`src/rtl/usb_frame_ctrl.sv`:
```
// rtl/usb_frame_ctrl.sv - frame hunter/validator between the USB byte reader and the payload buffer
// Parses SYNC,CMD,LEN,payload,CSUM frames; writes payload with zero latency and reports done/error pulses.
module usb_frame_ctrl #(
    parameter logic [7:0] SYNC    = 8'hA5,
    parameter int         MAX_LEN = 64,
    parameter int         AW      = 6,
    parameter int         TIMEOUT = 100000,
    parameter int         TW      = 17
) (
    input  logic          clk,
    input  logic          reset,
    input  logic [7:0]    byte_in,
    input  logic          byte_valid,
    output logic          hold,
    input  logic          wr_ready,
    output logic          wr_en,
    output logic [AW-1:0] wr_addr,
    output logic [7:0]    wr_data,
    output logic          frame_done,
    output logic          frame_err,
    output logic [1:0]    err_code,
    output logic [7:0]    cmd,
    output logic [7:0]    len,
    output logic [2:0]    state
);

    typedef enum logic [2:0] {
        S_IDLE    = 3'd0,
        S_CMD     = 3'd1,
        S_LEN     = 3'd2,
        S_PAYLOAD = 3'd3,
        S_CSUM    = 3'd4,
        S_DONE    = 3'd5
    } state_t;

    localparam logic [7:0]    MAX_LEN_B = 8'(MAX_LEN);
    localparam logic [TW-1:0] TMO_VAL   = TW'(TIMEOUT);

    state_t        st;
    logic [7:0]    acc;
    logic [AW-1:0] idx;
    logic [TW-1:0] timer;
    logic          in_frame;
    logic          tmo;
    logic          take;

    assign state = st;

    // A timeout wins over a byte arriving in the same cycle, so that byte stays with the reader.
    always_comb begin
        in_frame = (st == S_CMD) || (st == S_LEN) || (st == S_PAYLOAD) || (st == S_CSUM);
        hold     = ((st == S_PAYLOAD) && !wr_ready) || (st == S_DONE);
        tmo      = in_frame && (timer == TMO_VAL);
        take     = byte_valid && !hold && !tmo;
        wr_en    = (st == S_PAYLOAD) && take;
        wr_addr  = idx;
        wr_data  = byte_in;
    end

    always_ff @(posedge clk) begin
        if (reset) begin
            st         <= S_IDLE;
            acc        <= '0;
            idx        <= '0;
            timer      <= '0;
            frame_done <= 1'b0;
            frame_err  <= 1'b0;
            err_code   <= 2'd0;
            cmd        <= 8'd0;
            len        <= 8'd0;
        end else begin
            frame_done <= 1'b0;
            frame_err  <= 1'b0;

            if (take || !in_frame)
                timer <= '0;
            else if (!hold)
                timer <= timer + TW'(1);

            if (tmo) begin
                frame_err <= 1'b1;
                err_code  <= 2'd3;
                st        <= S_IDLE;
            end else begin
                case (st)
                    S_IDLE: begin
                        if (take && byte_in == SYNC) begin
                            acc <= 8'd0;
                            idx <= '0;
                            st  <= S_CMD;
                        end
                    end
                    S_CMD: begin
                        if (take) begin
                            cmd <= byte_in;
                            acc <= byte_in;
                            st  <= S_LEN;
                        end
                    end
                    S_LEN: begin
                        if (take) begin
                            len <= byte_in;
                            acc <= acc + byte_in;
                            if (byte_in > MAX_LEN_B) begin
                                frame_err <= 1'b1;
                                err_code  <= 2'd2;
                                st        <= S_IDLE;
                            end else if (byte_in == 8'd0) begin
                                st <= S_CSUM;
                            end else begin
                                st <= S_PAYLOAD;
                            end
                        end
                    end
                    S_PAYLOAD: begin
                        if (take) begin
                            acc <= acc + byte_in;
                            idx <= idx + AW'(1);
                            if (8'(idx) == len - 8'd1)
                                st <= S_CSUM;
                        end
                    end
                    S_CSUM: begin
                        if (take) begin
                            if (byte_in == acc) begin
                                frame_done <= 1'b1;
                                st         <= S_DONE;
                            end else begin
                                frame_err <= 1'b1;
                                err_code  <= 2'd1;
                                st        <= S_IDLE;
                            end
                        end
                    end
                    S_DONE:  st <= S_IDLE;
                    default: st <= S_IDLE;
                endcase
            end
        end
    end

endmodule

```
`config.mk`:
```
export PLATFORM = sky130hd
export DESIGN_NAME = usb_frame_ctrl
export DESIGN_NICKNAME = d
export VERILOG_FILES = /design/src/rtl/usb_frame_ctrl.sv
export SDC_FILE = /design/constraint.sdc
export NUM_CORES = 1
export LEC_CHECK = 0
export ABC_AREA = 1
export CAP_MARGIN = 25
export CORE_MARGIN = 10
export CORE_UTILIZATION = 40
export CTS_CLUSTER_SIZE = 25
export DETAILED_ROUTE_END_ITERATION = 8
export GPL_TIMING_DRIVEN = 1
export PLACE_DENSITY = 0.66
export SYNTH_ARGS = -nofsm -noshare
export SYNTH_HDL_FRONTEND = slang
export SYNTH_SLANG_ARGS = --single-unit
export TNS_END_PERCENT = 5
```
`constraint.sdc`:
```
create_clock -name clk -period 1.6 [get_ports clk]
set_input_delay 0.16 -clock clk [delete_from_list [all_inputs] [get_ports clk]]
set_output_delay 0.16 -clock clk [all_outputs]
set_load 0.01 [all_outputs]
```
==> reports/results.ini, run 1 <==
[run]
cap_violations=0

[worst_setup_path]
cp.required_ns=1.44
cp_max_fo=2
cp.arrival_ns=1.57
path_class=reg -> out
startpoint_type=flop
reg2reg_slack_ns=-0.11
cp-end-kind=output pin

[cts]
cts_tree=yes
clk_path_buf_depth=2
clkTransAtPathRegs_ns=0.11
cts_buffers=5
root_buffer=clkbuf_8
hold_buffers=0
htreeDepth=2
clk_latency_ns=0.32
cts.sinks=54

[final_layout]
num_antenna_cells=0
layout_common_cells=96 x nand2_1, 91 x buf_4, 53 x inv_1
drive_gt1_share_pct=31.7
layout_commonest_cell=nand2_1
nNetsFinal=677
area_growth_syn_to_layout_pct=47.4

[drt]
initialDrtViolationCount=214
drc=0
wl_per_cell_um=13.5
drtPass1Iterations=4
final_antenna_net_count=0
wl_um=10200
viasPerCell=4.96
num_vias=3762

[timing]
setup_tns_ns=-1.38
hold_slack_ns=0.475
rsz0062_at_grt=true
period_needed_ns=1.73
period_share_pct=108
worst_clock_skew_ns=0.0111
worst_pin_slew_ns=0.382
setup_viol_count_final=32
max_freq_mhz=580
relSlewSlack_pct=74.3
drv_slew=0
setup_ws_ns=-0.126
hold_violations=0

[logic_synthesis]
post_synth.cell_area_avg_sq_um=6.70
synthCells=517
ys_ff_latch=54
synth_area_sq_um=3460
syn_nets=541
yosysWarnings=0
yosysSeqAreaShare_pct=31.2
synth_cell_type_count=41

[global_routing]
grt_pass1_wl_um=17200
grt_pass1_vias=3724
overflow=0
antenna_found_initial=0
track_usage_pct=15.7
grt_max_degree=19

[die]
dieArea_sq_um=12800
die_height_um=113
start_util_pct=41.5
ios=51
die_w_um=113
rows=33
core_sq_um=8340

[placement]
pre_cts_slack_ns=-0.437
hpwl_um=7760
portBuffers=50
gp_congestion=0.901

[power]
pwr_density_cell_nw_per_um2=1280
pwr-share-clk_pct=14.7
p_sw_mw=2.72
p_comb_share_pct=58.1
vdd_drop_max_mv=0.942
seqPwrFrac_pct=27.2
intPower_mw=3.82
switching_share_pct=41.6
p_leak_nw=2.19
p_total_mw=6.54

[worst_hold_path]
min_path_type=reg -> reg

[outcome]
violations=setup timing
status=complete, but fails checks

==> power groups by stage <==
stage | Sequential (mW) | Clock [mW] | Combinational (mW)
5_1_grt | 1.80 | 1.03 | 4.23
4_1_cts | 1.76 | 0.984 | 3.63
2_1_floorplan | 1.77 | 0 | 2.01
3_3_place_gp | 1.76 | 0 | 3.33
6_report | 1.78 | 0.963 | 3.80
3_5_place_dp | 1.77 | 0 | 3.40
==> cells by family (layout without fill, tap and decap cells) <==
kind of cell / Yosys count / after routing / synth area share, %
AOI/OAI and AO/OA: 88 / 88 / 14.7
xor gates and xnor gates: 15 / 15 / 3.79
adders and majority gates: 12 / 12 / 4.55
and+or+nand+nor: 264 / 265 / 34.9
buffers and inverters: 84 / 220 / 10.9
DFF: 54 / 54 / 31.2
==> cell usage after synthesis (all sizes together) <==
| library cell | number | area [sq um] |
|---|---|---|
| nand3 | 51 | 265 |
| or2 | 1 | 6.26 |
| xor2 | 8 | 70.1 |
| fa | 1 | 20.0 |
| inv | 64 | 243 |
| a21oi | 49 | 283 |
| and3 | 2 | 12.5 |
| xnor2 | 7 | 61.3 |
| ha | 11 | 138 |
| o22ai | 1 | 6.26 |
| nand2 | 118 | 475 |
| a21boi | 2 | 26.3 |
| clkbuf | 6 | 22.5 |
| buf | 14 | 111 |
| nor3b | 1 | 7.51 |
| dfxtp | 54 | 1080 |
| nor2 | 66 | 284 |
| o211ai | 2 | 20.0 |
| and2 | 1 | 6.26 |
| nand3b | 2 | 15.0 |
| nor4 | 1 | 6.26 |
| o21bai | 2 | 15.0 |
| o21ai | 32 | 160 |
| nand4 | 11 | 68.8 |
| nor3 | 10 | 60.1 |
==> critical path: stages (launching register included) <==
cell and delay (ns):
dfxtp_2 0.34, inv_2 0.07, ha_4 0.13, nand2_2 0.05, inv_2 0.05, nand2_2 0.05
nor2_4 0.11, nand3_2 0.11, nand2_2 0.08, inv_2 0.04, nand2_2 0.05, inv_2 0.05
buf_6 0.11
==> layer usage <==
metal,vias to the layer above,part of all wire (%),GRT usage (%),wire length [um]
met3,13,5.6,3.49,572
met2,78,47,25.8,4760
li1,1952,-,-,-
met5,-,0,0,0
met1,1719,47,20.4,4780
met4,0,0.95,3.21,97
==> what timing repair did <==
action	4_1_cts	5_1_grt
setup buffers	3	1
cloned	1	0
pin swaps	9	15
endpoints found under the hold margin	0	0
setup endpoints to repair	58	59
resized for setup	55	47
==> through the flow <==
stage / area (sq um) / utilization (%) / instances
2_1_floorplan: 3480 / - / 517
3_3_place_gp: 4680 / 56.1 / 746
3_5_place_dp: 4680 / 56.1 / 746
4_1_cts: 4980 / 59.7 / 758
5_1_grt: 5110 / 61.2 / 759
6_report: 5110 / 61.2 / 759
==> flip-flops by register name, indices dropped and copies added (netlist names) <==
signal      flops
acc             8
cmd             8
err_code        2
frame_done      1
frame_err       1
len             8
state           3
timer          17
wr_addr         6
==> final timing paths <==
path	start	to	cells past startpoint
min	cmd[3]	cmd[3]	2
min reg2reg	cmd[3]	cmd[3]	2
max	timer[0]	wr_en	12
max reg2reg	timer[0]	timer[14]	13
==> cell type report <==
cell class,count,area [sq um]
Clock buffer,5,68.8
Clock inverter,3,47.5
Fill cell,769,3230
Inverter,64,245
Multi-Input combinational cell,380,2240
Sequential cell,54,1110
Tap cell,105,131
Timing Repair Buffer,148,1270
Note: power is estimated with default switching activity, not from simulation.
==> run 2, diff against run 1 <==
- GPL_TIMING_DRIVEN: 1 -> 0
- SLEW_MARGIN: default -> 20
==> run 2 against run 1 <==
  * The flow still finishes with violations (setup timing)
  * Non-clock buffer count is 65 lower
  * Die area stayed put
  * Wire length is 6.2% lower
  * Register-to-register slack worse by 0.02 ns
  * Sequential share of layout area is 2.5 points higher
  * Global-route usage is 1.1 points lower
  * Total power is 9.3% lower
  * Largest power group unchanged
==> reports/results.ini, run 2 (same netlist as run 1, synthesis figures left out) <==
[power]
seqPwrFrac_pct=30.0  ; +2.8 points
p_total_mw=5.93  ; -9.3%
vdd_drop_max_mv=1.05  ; +12%
p_sw_mw=2.64  ; -2.9%
pwr_density_cell_nw_per_um2=1300  ; +1.4%
p_leak_nw=1.83  ; -16%
switching_share_pct=44.5  ; +2.9 points
p_comb_share_pct=56.8  ; -1.3 points
pwr-share-clk_pct=13.2  ; -1.5 points
intPower_mw=3.29  ; -14%

[final_layout]
layout_common_cells=99 x nand2_1, 54 x nor2_1, 53 x inv_1
layout_commonest_cell=nand2_1
regMostFlops=timer
finish.instance_area_sq_um=4560  ; -11%
area_growth_syn_to_layout_pct=31.7
num_antenna_cells=0  ; unchanged
finalNonFillerCells=694  ; -8.6%
drive_gt1_share_pct=21.1  ; -11 points
largest_reg_flops=17  ; unchanged
nNetsFinal=612  ; -9.6%

[timing]
drv_slew=0  ; unchanged
hold_violations=0  ; unchanged
period_share_pct=112  ; +4.4 points
relSlewSlack_pct=64.3  ; -10 points
period_needed_ns=1.80  ; +0.0697 ns
worst_pin_slew_ns=0.535  ; +0.154 ns
worst_clock_skew_ns=0.00935  ; -0.00179 ns
setup_ws_ns=-0.195  ; -0.0697 ns
rsz0062_at_grt=true
max_freq_mhz=557  ; -3.9%
setup_viol_count_final=37  ; +16%

[global_routing]
antenna_found_initial=0  ; unchanged
track_usage_pct=14.5  ; -1.1 points
grt_pass1_vias=3387  ; -9.0%
overflow=0  ; unchanged
grt_pass1_wl_um=16100  ; -6.5%
grt_max_degree=18  ; -1

[worst_setup_path]
cp.required_ns=1.44  ; about the same
startpoint_type=flop
path_class=reg -> out
cp-end-kind=output pin
cp.arrival_ns=1.64  ; +0.07 ns
reg2reg_slack_ns=-0.13  ; -0.02 ns
cp_max_fo=2  ; unchanged
r2r_cells=13  ; unchanged

[worst_hold_path]
whs_path_depth=3  ; +1
min_path_type=in -> reg

[die]
core_sq_um=8340  ; unchanged
die_w_um=113  ; unchanged
dieArea_sq_um=12800  ; unchanged
rows=33  ; unchanged
die_height_um=113  ; unchanged
start_util_pct=41.5  ; unchanged
ios=51  ; unchanged

[outcome]
status=complete, but fails checks
violations=setup timing

[run]
cap_violations=0  ; unchanged

[placement]
dp_cells=670  ; -10%
gp_congestion=0.882  ; -2.1%
portBuffers=48  ; -4.0%
placed_cell_area_sq_um=4090  ; -13%
hpwl_um=7050  ; -9.2%

[drt]
drc=0  ; unchanged
initialDrtViolationCount=264  ; +23%
drtPass1Iterations=4  ; unchanged
wl_per_cell_um=13.8  ; +2.6%
num_vias=3616  ; -3.9%
viasPerCell=5.21  ; +5.1%
final_antenna_net_count=0  ; unchanged
wl_um=9580  ; -6.2%

[cts]
clk_path_buf_depth=2  ; unchanged
clkTransAtPathRegs_ns=0.10  ; about the same
cts.sinks=54  ; unchanged
htreeDepth=2  ; unchanged
cts_buffers=5  ; unchanged
cts_tree=yes
hold_buffers=0  ; unchanged
clk_latency_ns=0.31  ; about the same
root_buffer=clkbuf_8

[run 2: changes by cell type in the layout (fill, tap and decap cells not counted), moves of 5 or more]
cell             delta
clkbuf_1            +5
buf_4              -71
nor2_2              -6
clkdlybuf4s50_1     -7
dlygate4sd2_1       +7
[run 2: timing repair]
item                                   CTS  global route
setup endpoints to repair               63            54
endpoints found under the hold margin    0             0
setup buffers                            9             6
pin swaps                                9            11
gates cloned                             0             1
gates resized for setup                 53            46
[run 2: power by group through the flow]
stage	Clock (mW)	Sequential, mW	Combinational, mW
6_report	0.784	1.78	3.37
5_1_grt	0.873	1.81	3.79
4_1_cts	0.809	1.78	2.97
3_5_place_dp	0	1.76	2.79
3_3_place_gp	0	1.75	2.72
2_1_floorplan	0	1.77	2.01
[run 2: per-layer routing]
layer / wire (um) / global-route usage, % / vias up
met2: 4430 / 23.2 / 94
met4: 109 / 3.13 / 0
met3: 564 / 3.12 / 12
li1: - / - / 1818
met5: 0 / 0 / -
met1: 4480 / 19.5 / 1692
[run 2: per-stage QoR]
stage / setup slack, ns / hold WS (ns) / setup TNS (ns) / utilization [%]
2_1_floorplan: -0.00486 / 0.324 / -0.00510 / -
3_3_place_gp: -0.666 / 0.450 / -13.94 / 49.0
3_5_place_dp: -0.680 / 0.456 / -14.84 / 49.0
4_1_cts: -0.237 / 0.225 / -3.54 / 52.3
5_1_grt: -0.287 / 0.266 / -6.88 / 54.7
6_report: -0.195 / 0.244 / -2.23 / 54.7
[run 2: critical path, cell delays in order (launching register included)]
cell	delay, ns
dfxtp_2	0.34
inv_2	0.07
ha_4	0.13
nand2_2	0.05
inv_2	0.06
nand2_2	0.05
nor2_4	0.12
nand3_4	0.09
nand2_2	0.08
inv_2	0.04
buf_6	0.11
nand2_4	0.05
inv_4	0.04
buf_6	0.11
[run 2: path summary, 6_finish.rpt]
path / end / startpoint
worst max-delay path: wr_en / timer[0]
worst min-delay path: cmd[7] / byte_in[7]
worst min register to register: cmd[1] / cmd[1]
worst max register to register: acc[6] / state[2]
[run 2: cell type report]
type / count / area [sq um]
fill: 786 / 3780
multi-input combinational: 380 / 2230
sequential: 54 / 1100
timing repair buffer: 63 / 598
inverter: 64 / 250
buffer: 20 / 158
tap: 105 / 131
clock buffer: 5 / 68.8
clock inverter: 3 / 21.3
